**config.mk**
```make
export PLATFORM = sky130hd
export DESIGN_NAME = spike_train_decoder
export DESIGN_NICKNAME = d
export VERILOG_FILES = /design/src/rtl/spike_train_decoder.sv
export SDC_FILE = /design/constraint.sdc
export NUM_CORES = 1
export LEC_CHECK = 0
export CAP_MARGIN = 0
export CORE_ASPECT_RATIO = 2
export CORE_MARGIN = 2
export CORE_UTILIZATION = 58
export DETAILED_ROUTE_END_ITERATION = 12
export PLACE_DENSITY = 0.93
export SLEW_MARGIN = 20
export SYNTH_ARGS = -nofsm -noshare
export SYNTH_HDL_FRONTEND = slang
export SYNTH_SLANG_ARGS = --single-unit
```
**constraint.sdc**
```tcl
create_clock -name clk -period 4.6 [get_ports clk]
set_input_delay 0.92 -clock clk [delete_from_list [all_inputs] [get_ports clk]]
set_output_delay 0.92 -clock clk [all_outputs]
set_load 0.005 [all_outputs]
```
**src/rtl/spike_train_decoder.sv**
```systemverilog
`timescale 1ns/1ps
// spike_train_decoder: hysteretic spike detector with inter-spike interval and windowed rate readout.
// Optional burst detector is compiled in when BURST_DETECT_EN is defined.
module spike_train_decoder #(
    parameter logic signed [7:0] THRESH      = 8'sd19,
    parameter logic signed [7:0] REARM       = -8'sd8,
    parameter int                ISI_W       = 12,
    parameter int                WINDOW_LOG2 = 10,
    parameter int                BURST_ISI   = 16,
    parameter int                BURST_N     = 3
) (
    input  logic                    clk,
    input  logic                    rst_n,
    input  logic                    ena,
    input  logic signed [7:0]       v_in,
    output logic                    spike,
    output logic                    armed,
    output logic [ISI_W-1:0]        isi_out,
    output logic                    isi_valid,
    output logic                    isi_sat,
    output logic [7:0]              rate_out,
    output logic                    rate_valid,
    output logic                    burst
);

    if (REARM >= THRESH || BURST_N < 1 || BURST_ISI < 1) begin : g_bad_params
        $error("spike_train_decoder: REARM must be below THRESH; BURST_N and BURST_ISI must be positive");
    end

    typedef enum logic {ST_ARMED, ST_FIRED} state_t;

    localparam logic [ISI_W-1:0] ISI_ONE = {{(ISI_W-1){1'b0}}, 1'b1};

    state_t                 state_q, state_d;
    logic                   fire;
    logic                   spike_q, spike_d;
    logic                   have_prev_q, have_prev_d;
    logic [ISI_W-1:0]       isi_cnt_q, isi_cnt_d;
    logic [ISI_W-1:0]       isi_out_q, isi_out_d;
    logic                   isi_valid_q, isi_valid_d;
    logic                   isi_sat_q, isi_sat_d;
    logic [WINDOW_LOG2-1:0] win_cnt_q, win_cnt_d;
    logic [7:0]             spk_cnt_q, spk_cnt_d, spk_cnt_nxt;
    logic [7:0]             rate_out_q, rate_out_d;
    logic                   rate_valid_q, rate_valid_d;

    function automatic logic [ISI_W-1:0] isi_inc(input logic [ISI_W-1:0] x);
        return (x == '1) ? x : x + 1'b1;
    endfunction

    function automatic logic [7:0] cnt8_inc(input logic [7:0] x);
        return (x == 8'hFF) ? x : x + 1'b1;
    endfunction

    always_comb begin
        state_d      = state_q;
        fire         = 1'b0;
        have_prev_d  = have_prev_q;
        isi_cnt_d    = isi_cnt_q;
        isi_out_d    = isi_out_q;
        isi_valid_d  = 1'b0;
        isi_sat_d    = isi_sat_q;
        win_cnt_d    = win_cnt_q;
        spk_cnt_nxt  = spk_cnt_q;
        spk_cnt_d    = spk_cnt_q;
        rate_out_d   = rate_out_q;
        rate_valid_d = 1'b0;

        if (ena) begin
            case (state_q)
                ST_ARMED: if (v_in > THRESH) begin
                    fire    = 1'b1;
                    state_d = ST_FIRED;
                end
                ST_FIRED: if (v_in < REARM) state_d = ST_ARMED;
                default:  state_d = ST_ARMED;
            endcase

            isi_cnt_d = fire ? ISI_ONE : isi_inc(isi_cnt_q);
            if (fire) begin
                if (have_prev_q) begin
                    isi_out_d   = isi_cnt_q;
                    isi_valid_d = 1'b1;
                    isi_sat_d   = (isi_cnt_q == '1);
                end
                have_prev_d = 1'b1;
                spk_cnt_nxt = cnt8_inc(spk_cnt_q);
            end

            // a spike landing on the wrap cycle is credited to the window that is closing
            win_cnt_d = win_cnt_q + 1'b1;
            if (win_cnt_q == '1) begin
                rate_out_d   = spk_cnt_nxt;
                rate_valid_d = 1'b1;
                spk_cnt_d    = 8'd0;
            end else begin
                spk_cnt_d    = spk_cnt_nxt;
            end
        end
        spike_d = fire;
    end

    always_ff @(posedge clk or negedge rst_n) begin
        if (!rst_n) begin
            state_q      <= ST_ARMED;
            spike_q      <= 1'b0;
            have_prev_q  <= 1'b0;
            isi_cnt_q    <= '0;
            isi_out_q    <= '0;
            isi_valid_q  <= 1'b0;
            isi_sat_q    <= 1'b0;
            win_cnt_q    <= '0;
            spk_cnt_q    <= 8'd0;
            rate_out_q   <= 8'd0;
            rate_valid_q <= 1'b0;
        end else begin
            state_q      <= state_d;
            spike_q      <= spike_d;
            have_prev_q  <= have_prev_d;
            isi_cnt_q    <= isi_cnt_d;
            isi_out_q    <= isi_out_d;
            isi_valid_q  <= isi_valid_d;
            isi_sat_q    <= isi_sat_d;
            win_cnt_q    <= win_cnt_d;
            spk_cnt_q    <= spk_cnt_d;
            rate_out_q   <= rate_out_d;
            rate_valid_q <= rate_valid_d;
        end
    end

    assign spike      = spike_q;
    assign armed      = (state_q == ST_ARMED);
    assign isi_out    = isi_out_q;
    assign isi_valid  = isi_valid_q;
    assign isi_sat    = isi_sat_q;
    assign rate_out   = rate_out_q;
    assign rate_valid = rate_valid_q;

`ifdef BURST_DETECT_EN
    localparam int               RUN_W       = $clog2(BURST_N + 1);
    localparam logic [RUN_W-1:0] RUN_MAX     = RUN_W'(BURST_N);
    localparam logic [ISI_W-1:0] BURST_ISI_V = ISI_W'(BURST_ISI);

    logic [RUN_W-1:0] run_cnt_q, run_cnt_d;
    logic             burst_q, burst_d;

    // a long interval or a silent gap of BURST_ISI cycles both end the burst
    always_comb begin
        run_cnt_d = run_cnt_q;
        burst_d   = burst_q;
        if (ena) begin
            if (fire && have_prev_q) begin
                if (isi_cnt_q < BURST_ISI_V) begin
                    run_cnt_d = (run_cnt_q == RUN_MAX) ? run_cnt_q : run_cnt_q + 1'b1;
                    burst_d   = burst_q | (run_cnt_d == RUN_MAX);
                end else begin
                    run_cnt_d = '0;
                    burst_d   = 1'b0;
                end
            end else if (!fire && isi_cnt_d == BURST_ISI_V) begin
                run_cnt_d = '0;
                burst_d   = 1'b0;
            end
        end
    end

    always_ff @(posedge clk or negedge rst_n) begin
        if (!rst_n) begin
            run_cnt_q <= '0;
            burst_q   <= 1'b0;
        end else begin
            run_cnt_q <= run_cnt_d;
            burst_q   <= burst_d;
        end
    end

    assign burst = burst_q;
`else
    assign burst = 1'b0;
`endif

endmodule
```
# After elaboration in Yosys (flattened, before gate mapping)

Index checks and enable logic that the tools add are counted.

Flip-flop bits (word level): 56
Input bits: 11
Output and inout port bits: 26
Logic and storage cells: 41

Add/subtract/negate cells: 3
Order comparisons: 2
Eq/ne operators: 4
Multiplexer cells: 16
Bitwise operators: 1
Reductions and logical operators: 4

Operators with widths:

| operator                                                                      | number |
|---|---|
| 12-bit 2-to-1 mux                                                             | 2 |
| 8-bit 2-to-1 mux                                                              | 3 |
| 12-bit by 1-bit adder with 12-bit output (second input constant)              | 1 |
| 12-bit equality test (second input constant)                                  | 1 |
| 10-bit by 1-bit adder with 10-bit output (second input constant)              | 1 |
| 10-bit equality test (second input constant)                                  | 1 |
| 1-bit 2-to-1 mux                                                              | 10 |
| 8-bit by 1-bit adder with 8-bit output (second input constant)                | 1 |
| 8-bit equality test (second input constant)                                   | 1 |
| 8-bit by 6-bit > comparator with 1-bit output (second input constant)         | 1 |
| 8-bit by 4-bit less-than comparator with 1-bit output (second input constant) | 1 |
| 2-bit AND reduction                                                           | 3 |
| 3-bit AND reduction                                                           | 1 |
| 2-bit inequality test (second input constant)                                 | 1 |
| 1-bit case mux with 2 select lines                                            | 1 |
| 1-bit NOT                                                                     | 1 |

# Logic depth before layout (Yosys ltp)

Depth in word-level cells: 6
Depth in mapped cells: 7
Mapped depth without buffers: 7

# Least setup slack after synthesis

Ideal clock, no wire load.

Path kind: in2reg
From: input v_in[3]
To: register isi_out_q[10] (netlist: isi_out[10])
Library setup time: 125 ps
Data arrival time: 2172 ps
Required time: 4475 ps
Path slack: 2303 ps
Cell stages on the path: 6
Path buffers: 2
Cells stage by stage: o21ai_1 > a211oi_2 > and3_1 > buf_2 > buf_4 > mux2_2

Cells in the longest elaborated chain, start to end: 5

Ends and longest elaborated chain:

| what                                          | RTL line | RTL |
|---|---|---|
| from (decl)                                   | 15       | `input logic signed [7:0] v_in,` |
| 8-bit by 6-bit > comparator with 1-bit output | 71       | `ST_ARMED: if (v_in > THRESH) begin` |
| 1-bit 2-to-1 mux                              | 71       |  |
| 1-bit 2-to-1 mux                              | 70       | `case (state_q)` |
| 1-bit 2-to-1 mux                              | 69       | `if (ena) begin` |
| 3-bit AND reduction (no source line)          | -        |  |
| to (signal assigned)                          | 121      | `isi_out_q <= isi_out_d;` |
| to (decl)                                     | 39       | `logic [ISI_W-1:0] isi_out_q, isi_out_d;` |

Every way passes these cells. The select of a mux whose other input is x is not followed.
A chain may end at the register's enable or synchronous reset.

# Worst setup path after layout

From: input v_in[3]
To: register isi_out_q[5] (netlist: isi_out[5])

Same word-level chain as after synthesis.

==> results by stage <==
Outcome:
- The flow ran to the end, and the final reports show no timing, DRC or antenna violations.

Logic synthesis:
- Ranked by total cell area, the synthesized netlist is headed by sky130_fd_sc_hd__dfrtp_1 (52%), sky130_fd_sc_hd__mux2_2 (6.3%), sky130_fd_sc_hd__nand2_1 (3.5%).
- The average instance in the mapped netlist occupies 10.5 µm².
- Of the post-synthesis cell area, the dominant cell type holds 52.1%.
- The total standard cell area after synthesis is 2690 µm².
- When the netlist entered floorplanning its net count stood at 270.
- Yosys printed 0 warnings.
- After technology mapping, the gate count stands at 256.
- The count of flip-flops with a built-in enable after synthesis is 0.
- sky130_fd_sc_hd__dfrtp_1 takes more of the synthesized area than any other cell.
- After synthesis the netlist holds a flip-flop and latch count of 56.
- For this run, asynchronously set or reset flops after synthesis account for 100%.
- The dominant register cell in the synthesized netlist is sky130_fd_sc_hd__dfrtp_1.
- The netlist uses 46 different library cells.
- The register area share after synthesis is 52.1%.

Setup path:
- The arrival time of the worst setup path is 3060 ps.
- Traced cell by cell, the critical path runs through clkdlybuf4s50_1 > o21ai_1 > a211oi_2 > buf_4 > and3_1 > mux2_2.
- The critical path startpoint category is an input port.
- Counting both buffers and inverters, the worst setup path holds a total of 2.
- The family with the most delay on the worst path is buffers and inverters.
- Among all stages on the critical path, the largest delay is contributed by sky130_fd_sc_hd__and3_1.
- The worst setup path is captured at a register.
- The delay of the slowest critical-path stage is 600 ps.
- In this run the worst path has a maximum fanout of 16.
- The critical path is of the input port to register type.
- The setup slack on the worst flop-to-flop path is 2560 ps.
- The required time of the worst setup path is 4800 ps.

Placed design:
- The final estimated routing congestion in global placement is 0.910.
- The detailed-placement wirelength estimate is 3870 µm.
- Port buffering added 33 buffers.
- In this run the cell area measured after placement is 3060 µm².

Power:
- IR analysis of the VDD net gives a maximum drop of 309 µV.
- The total leakage power is 1.42 nW.
- The power per cell area is 407 nW/µm².
- The overall power consumption is 1.29 mW.

Floorplanning:
- Once the floorplan was initialized, standard cells occupied 59.1% of the core.
- The floorplan step set the die width to 52.2 µm.
- The die footprint is 5230 µm².
- The y dimension of the die is 100 µm.
- The region available for standard cell placement spans 4550 µm².
- The number of placement rows is 35.
- 37 I/O pins were placed.

Hold path:
- The path class of the tightest hold or removal check is register to register.

Drt:
- The first detailed-routing pass ran for 4 iterations.
- The total routed wirelength is 5610 µm.
- The DRC violation count after routing is 0.
- The iteration-0 DRC count of the detailed router is 45.
- The final route contains 2099 vias.
- Dividing the detail-routed via count by the number of cells gives 6.10.
- The remaining antenna violation count after routing is 0.
- The detail-routed net length per standard cell is 16.3 µm.

Timing:
- Setup repair after global routing left no endpoint under its margin.
- The clock period could shrink to 2850 ps.
- The tightest hold path in the finished design has a slack of 489 ps.
- The final count of pins violating max slew is 0.
- The number of setup violations in the final report is 0.
- Setup total negative slack on the finished layout was measured at 0 ps.
- In this run the tightest slew margin relative to its limit is 54.1%.
- The worst setup skew after layout is 8.06 ps.
- The transition time at the pin with the least slew margin is 689 ps.
- The final number of hold-violating endpoints is 0.
- The share of the clock period used by the worst path is 62.0%.
- Derived from the worst setup path, the maximum achievable clock frequency is 0.351 GHz.

Layout:
- Summing all non-filler instances in the final layout gives an area of 3160 µm².
- The most common cell after layout, fill and taps aside is sky130_fd_sc_hd__dfrtp_1.
- The area growth from synthesis to layout is 17.2%.
- The top cell types in the final layout, fill and taps aside, are sky130_fd_sc_hd__dfrtp_1 (56), sky130_fd_sc_hd__clkdlybuf4s50_1 (32), sky130_fd_sc_hd__nand2_1 (25).
- At the end of the flow, the number of nets in the layout was 302.
- The antenna diode count is 0.
- Of the cells placed in the final design, the portion with a size suffix greater than 1 is 12.8%.

Global route:
- The initial antenna violation count came to 0.
- met2 is the most crowded layer.
- The global routing met3 resource utilization is 2.38%.
- The number of global-route vias before repair is 2114.
- The largest net degree at the start of global routing is 57.
- Global routing finished with a remaining overflow of 0.
- The first-pass GRT wire length is 9490 µm.
- Global routing consumed, on the met2 layer, 42.8% of the routing resources.
- The total global routing track utilization is 23.5%.
- Global routing consumed, on the met1 layer, 26.3% of the routing resources.

Clocking:
- The CTS root buffer is sky130_fd_sc_hd__clkbuf_8.
- Once the clock tree was built, the resizer swapped 0 gates to a different size.
- Clock latency on the worst-skew pair, taken at its later pin, is 310 ps.
- The number of H-tree levels is 2.
- The clock slew seen by the registers of the worst setup and hold paths is 100 ps.
- The hold-fix buffer count after cts is 0.
- The clock passes through at most 2 buffers.
- The number of clock sinks is 56.
- TritonCTS built the clock tree.
- Buffers added to address setup during post-CTS repair amount to 0.
- Clock tree synthesis inserted a total of 5 buffers.

Run:
- The max-cap check violation count is 0.
-- report_power, final --
| part | leakage (nW) | switching, mW | internal, mW | total (mW) |
|---|---|---|---|---|
| registers | 0.725 | 0.113 | 0.589 | 0.702 |
| clock network | 0.0434 | 0.164 | 0.122 | 0.286 |
| logic | 0.655 | 0.127 | 0.169 | 0.297 |
| total | 1.42 | 0.405 | 0.881 | 1.29 |
-- path summary, 6_finish.rpt --
kind | startpoint | endpoint | depth (start not counted)
setup / recovery | v_in[3] | isi_out[5] | 6
hold / removal | rate_out[2] | rate_out[2] | 2
setup reg to reg | isi_cnt_q[0] | isi_cnt_q[8] | 6
hold reg to reg | rate_out[2] | rate_out[2] | 2
max in group asynchronous | rst_n | win_cnt_q[1] | 2
min in group asynchronous | rst_n | isi_out[2] | 2
-- area by class of cell --
cell class	instances	area, µm²
clock buffers	6	82.6
clock inverters	2	15.0
fillers	340	1400
inverters	5	18.8
multi-input cells	183	1210
flip-flops and latches	56	1400
well taps	55	68.8
repair buffers	37	355
-- tightest hold or removal path, stage by stage, from the launching register on --
cell and delay (ps):
sky130_fd_sc_hd__dfrtp_1 350, sky130_fd_sc_hd__nand2_1 40, sky130_fd_sc_hd__o21ai_0 60
-- registers in the layout, indices dropped and copies added, names as in the netlist --
signal,count
win_cnt_q,10
rate_valid,1
spk_cnt_q,8
isi_out,12
state_q,1
rate_out,8
isi_sat,1
isi_cnt_q,12
isi_valid,1
spike,1
have_prev_q,1
-- cell usage after synthesis (all sizes together), types with 6 or more instances --
library cell	number
clkbuf	6
nand3	16
nand2	25
a22o	8
dfrtp	56
nand4	7
o21ai	16
mux2	16
buf	6
nor2	16
xor2	7
and3	8
a21oi	17
-- routing by layer --
metal  vias to the layer above  part of all wire [%]
met5                         -                     0
li1                        989                     -
met1                      1034                    37
met4                         0                   2.8
met3                        13                   3.2
met2                        63                    57
-- cells by family (layout without fill, tap and decap cells) --
family	count (synthesis)	in the layout	synth area share (%)
DFF	56	56	52.1
and+or+nand+nor	91	91	18.0
buffers and inverters	17	50	2.84
AOI/OAI and AO/OA	57	57	13.9
xor gates and xnor gates	12	12	3.91
adders and majority gates	3	3	1.39
other	1	1	0.139
muxes	19	19	7.81
-- per-stage QoR --
| stage | instances | setup slack [ps] | utilization [%] |
|---|---|---|---|
| final | 344 | 1750 | 69.3 |
| after global routing | 344 | 1660 | 69.3 |
| after CTS | 344 | 1750 | 69.3 |
| after detailed placement | 336 | 1450 | 67.1 |
| after global placement | 336 | 1510 | 67.1 |
| after floorplan | 256 | 2300 | - |
(Power assumes the default switching activity.)
